--- src/rtl/ntt_out_collector.sv ---
// Collects NTT output coefficients into {odd, even} 32-bit words through a small FWFT FIFO,
// and keeps a per-frame mod-Q checksum plus an out-of-range flag.
module ntt_out_collector #(
  parameter int N_COEF     = 128,
  parameter int Q          = 12289,
  parameter int FIFO_DEPTH = 4
) (
  input  logic        clk,
  input  logic        rst_n,
  input  logic        in_valid,
  input  logic [15:0] in_data,
  input  logic        out_ready,
  output logic        out_valid,
  output logic [31:0] out_data,
  output logic        frame_done,
  output logic [13:0] frame_sum,
  output logic        frame_err,
  output logic        overflow
);

  localparam int IW = $clog2(N_COEF);
  localparam int PW = (FIFO_DEPTH > 1) ? $clog2(FIFO_DEPTH) : 1;
  localparam int CW = $clog2(FIFO_DEPTH + 1);
  localparam logic [IW-1:0] LAST_IDX = IW'(N_COEF - 1);
  localparam logic [PW-1:0] LAST_PTR = PW'(FIFO_DEPTH - 1);
  localparam logic [CW-1:0] FULL_CNT = CW'(FIFO_DEPTH);
  localparam logic [15:0]   Q_IN     = 16'(Q);
  localparam logic [14:0]   Q_SUM    = 15'(Q);

  // Handshake: in_valid is never stalled; an output word moves when out_valid && out_ready
  // at a rising edge, and out_data is held while out_valid=1 and out_ready=0.
  typedef enum logic [1:0] {IDLE, COLLECT, DONE} state_t;

  state_t          state, state_next;
  logic [IW-1:0]   idx;
  logic [15:0]     even_q;
  logic [13:0]     acc, acc_base, acc_next;
  logic            err, err_base, err_next;
  logic [14:0]     sum_wide;
  logic            coef_bad, last_coef, push, pop, full, push_ok;
  logic [31:0]     mem [FIFO_DEPTH];
  logic [PW-1:0]   wr_ptr, rd_ptr;
  logic [CW-1:0]   count;

  assign coef_bad   = in_data >= Q_IN;
  assign last_coef  = in_valid && (idx == LAST_IDX);
  assign push       = in_valid && idx[0];
  assign full       = (count == FULL_CNT);
  assign out_valid  = (count != '0);
  assign pop        = out_valid && out_ready;
  // A pop on the same edge frees the slot, so a full FIFO can still take the word.
  assign push_ok    = push && (!full || pop);
  assign out_data   = out_valid ? mem[rd_ptr] : '0;
  assign frame_done = (state == DONE);

  // The DONE cycle starts a fresh frame, so a coefficient arriving there accumulates from zero.
  always_comb begin
    acc_base = (state == DONE) ? '0 : acc;
    err_base = (state == DONE) ? 1'b0 : err;
    sum_wide = {1'b0, acc_base} + (coef_bad ? 15'd0 : in_data[14:0]);
    acc_next = acc_base;
    err_next = err_base;
    if (in_valid) begin
      err_next = err_base | coef_bad;
      acc_next = (sum_wide >= Q_SUM) ? 14'(sum_wide - Q_SUM) : sum_wide[13:0];
    end
  end

  always_comb begin
    state_next = state;
    case (state)
      IDLE:    if (in_valid) state_next = COLLECT;
      COLLECT: if (last_coef) state_next = DONE;
      DONE:    state_next = in_valid ? COLLECT : IDLE;
      default: state_next = IDLE;
    endcase
  end

  always_ff @(posedge clk or negedge rst_n) begin
    if (!rst_n) begin
      state     <= IDLE;
      idx       <= '0;
      even_q    <= '0;
      acc       <= '0;
      err       <= 1'b0;
      frame_sum <= '0;
      frame_err <= 1'b0;
    end else begin
      state <= state_next;
      acc   <= acc_next;
      err   <= err_next;
      if (in_valid) begin
        idx <= last_coef ? '0 : idx + 1'b1;
        if (!idx[0]) even_q <= in_data;
      end
      if (state == DONE) begin
        frame_sum <= acc;
        frame_err <= err;
      end
    end
  end

  always_ff @(posedge clk) begin
    if (push_ok) mem[wr_ptr] <= {in_data, even_q};
  end

  always_ff @(posedge clk or negedge rst_n) begin
    if (!rst_n) begin
      wr_ptr   <= '0;
      rd_ptr   <= '0;
      count    <= '0;
      overflow <= 1'b0;
    end else begin
      if (push_ok) wr_ptr <= (wr_ptr == LAST_PTR) ? '0 : wr_ptr + 1'b1;
      if (pop)     rd_ptr <= (rd_ptr == LAST_PTR) ? '0 : rd_ptr + 1'b1;
      case ({push_ok, pop})
        2'b10:   count <= count + 1'b1;
        2'b01:   count <= count - 1'b1;
        default: count <= count;
      endcase
      if (push && full && !pop) overflow <= 1'b1;
    end
  end

endmodule
--- config.mk ---
export PLATFORM = sky130hd
export DESIGN_NAME = ntt_out_collector
export DESIGN_NICKNAME = d
export VERILOG_FILES = /design/src/rtl/ntt_out_collector.sv
export SDC_FILE = /design/constraint.sdc
export NUM_CORES = 1
export LEC_CHECK = 0
export ABC_AREA = 0
export BUFFER_PORTS_ARGS = -buffer_cell sky130_fd_sc_hd__buf_4
export CAP_MARGIN = 25
export CORE_ASPECT_RATIO = 1.5
export CORE_MARGIN = 2
export CORE_UTILIZATION = 25
export DETAILED_ROUTE_END_ITERATION = 16
export PLACE_DENSITY = 0.42
export SYNTH_ARGS = -nofsm -noshare
export SYNTH_HDL_FRONTEND = slang
export SYNTH_SLANG_ARGS = --single-unit
--- constraint.sdc ---
create_clock -name clk -period 7.79 [get_ports clk]
set_clock_uncertainty 0.15 [all_clocks]
set_input_delay 0.779 -clock clk [delete_from_list [all_inputs] [get_ports clk]]
set_output_delay 0.779 -clock clk [all_outputs]
set_load 0.03 [all_outputs]
==> out/metrics.cfg <==
[run_status]
status=completed

[clock_network]
clkSinkCount=191
cts_setup_buffers=0
cts.reportedPaths.clkPinSlew_ns=0.07
cts_resized=0
tritoncts=done
clk-insertion-delay-late_ns=0.45
clock-root-buffer=clkbuf_16
h-tree-depth=4
cts_made_buffers=17
cts_hold_buf=0
cts_buffer_depth=2

[min_path]
hold_class=in2async

[logic_synthesis]
synthTopCellsByArea=edfxtp_1, dfrtp_1, mux4_2, and2_1, mux2_2
synth_cell_types=77
yosysWarnings=0
ys.flop_type=edfxtp_1
synth_top_area_share_pct=42.1
yosysMostFrequentCell=edfxtp_1
synth_enable_flop_cells=128
ys_seq_area_share_pct=59.3
syn_avg_cell_area_um2=14.0
netlist_area_mm2=0.00914
synth_top_cell_by_area=edfxtp_1
async_reset_ff_share_pct=33.0
synthCells=652
synthTopCellsByCount=edfxtp_1, and2_1, dfrtp_1
yosys_register_bits=191
synth_fp_nets=696

[global_route]
grt_max_degree=64
grt_util_all_layers_pct=12.7
grt_pass1_wl_mm=36.2
antenna_found_initial=0
grt_remaining_overflow=0
grt_pass1_vias=6044

[placement]
gp_congestion=0.761
placed_cell_area_mm2=0.0102
dp_hpwl_mm=15.9
place_inst=1173
io_buffers=69

[timing]
maxSlewViolCount=0
min_period_ns=5.53
setup_viol=0
rsz0062_at_grt=false
max_freq_mhz=181
final_hold_viol_count=0
finalCritPeriodShare_pct=71.0
tns_ns=0
worstMarginPinSlew_ns=0.982
slew_headroom_pct=34.5

[route]
drc=0
first_pass_iters=7
routedWlPerCell_um=19.1
drtIter0Drc=187
ant_nets=0
vias_per_cell=4.65
totalWireLength_mm=23.0
routed-via-count=5602

[worst_setup_path]
r2r_start=state[0]
cp.arrival_ns=5.72
cp_slowest_cell=a311oi_2
path_cells=buf_4, nor4_1, nand3_1, a311oi_2, and2_1, ha_1, a211o_1, a21oi_4, a211oi_1, o311a_1, nor3_4, a311o_1, a21oi_1, a311o_1
start_kind=primary input
crit_start=in_data[5]
critPathTopFamily=compound AO/OA/AOI/OAI gates
slowest_delay_ns=0.89
worst-path-buf-inv=1
path_max_fanout=15
crit_top_cell=a311o_1
end_kind=flip-flop
r2r_setup_slack_ns=3.19
path_class=in2reg
cp.required_ns=7.97

[final_layout]
area_growth_pct=17.2
final_area_mm2=0.0107
antennaDiodeCount=0
finalCoreUtilization_pct=29.8
fillers=3728
finalNonFillerCells=1205
fin_nets=758
drive_above_1_share_pct=26.0

[pwr]
power.leakage_nw=3.97
p_int_mw=2.37
p_per_area_mw_per_mm2=354
p_sw_mw=1.43
seqPwrFrac_pct=36.1
ir_drop_mv=0.128
switching_share_pct=37.6
p_clk_share_pct=21.6
comb_power_share_pct=42.2

[die]
die_height_um=238
start_util_pct=25.4
num_rows=85
fp.coreArea_mm2=0.0359
die_area_mm2=0.0381
boundaryPins=70
die_x_um=160

[flow_run]
drv_cap=0

[metal layers]
layer / track usage (%) / part of all wire, % / wire length (um) / up-vias
li1: - / - / - / 2626
met1: 14.1 / 41 / 9350 / 2845
met2: 24.1 / 55 / 12600 / 103
met3: 2.19 / 2.5 / 584 / 28
met4: 5.11 / 2.3 / 525 / 0
met5: 0 / 0 / 0 / -
[cell type report]
| cell class | count | area (um^2) | share of cell area [%] |
|---|---|---|---|
| multi-input combinational | 409 | 3500 | 32.7 |
| clock inverter | 11 | 90.1 | 0.841 |
| tap | 478 | 598 | 5.58 |
| timing repair buffer | 77 | 578 | 5.40 |
| inverter | 18 | 67.6 | 0.631 |
| clock buffer | 21 | 450 | 4.21 |
| sequential | 191 | 5420 | 50.6 |
[path summary, 6_finish.rpt]
kind | end | depth (start not counted)
max | acc[11] | 14
min | acc[9] | 1
max reg2reg | acc[11] | 12
min reg2reg | idx[6] | 1
max in group asynchronous | rd_ptr[0] | 1
min in group clk | idx[6] | 1
[worst register-to-register path: stages (launching register included)]
cell	delay [ns]
dfrtp_1	0.39
nand2b_1	0.45
and2_1	0.37
ha_1	0.26
fa_1	0.50
a21o_1	0.24
a2bb2oi_1	0.29
a22oi_1	0.22
nor3b_2	0.34
and3_1	0.35
a311o_1	0.48
a21oi_1	0.13
a311o_1	0.32
[sequential cells by signal, indices dropped and copies added, names as in the netlist]
register   cells
count          3
rd_ptr         2
overflow       1
frame_err      1
wr_ptr         2
idx            7
err            1
even_q        16
state          2
mem          128
acc           14
frame_sum     14
[kinds of logic (layout without fill, tap and decap cells)]
family	count (synthesis)	after routing	synth area share, %
muxes	69	69	12.4
AOI/OAI and AO/OA	116	116	9.46
adders and majority gates	24	24	3.45
xor gates and xnor gates	11	11	1.14
DFF	191	191	59.3
and+or+nand+nor	189	189	11.8
buffers and inverters	52	127	2.41
[through the flow]
| step | total power [mW] | worst slack, ns | hold slack, ns |
|---|---|---|---|
| floorplan | 2.51 | 3.28 | 0.292 |
| global placement | 3.03 | 1.67 | 0.305 |
| detailed placement | 3.03 | 1.59 | 0.309 |
| CTS | 3.86 | 2.07 | 0.322 |
| global route | 4.04 | 1.81 | 0.348 |
| finish | 3.79 | 2.26 | 0.323 |
[power groups by stage]
stage / clock network (mW) / registers [mW] / logic (mW)
floorplan: 0 / 1.35 / 1.17
global placement: 0 / 1.39 / 1.64
detailed placement: 0 / 1.40 / 1.63
CTS: 0.850 / 1.38 / 1.64
global route: 0.888 / 1.39 / 1.76
finish: 0.821 / 1.37 / 1.60
[cell usage in the layout, fill, tap and decap left out, drive strengths merged, types with 6 or more instances in the layout]
cell      n
edfxtp  128
buf      77
and2     65
dfrtp    63
mux2     35
mux4     32
nor2     27
nand2    23
ha       22
o21ai    21
clkbuf   21
a21oi    20
nand3    18
inv      18
o211ai    9
nor3      9
nand4     8
a21o      8
clkinv    8
xnor2     7
nand2b    6
nor4      6
and3      6
o31ai     6
a211oi    6
(Power assumes the default switching activity.)
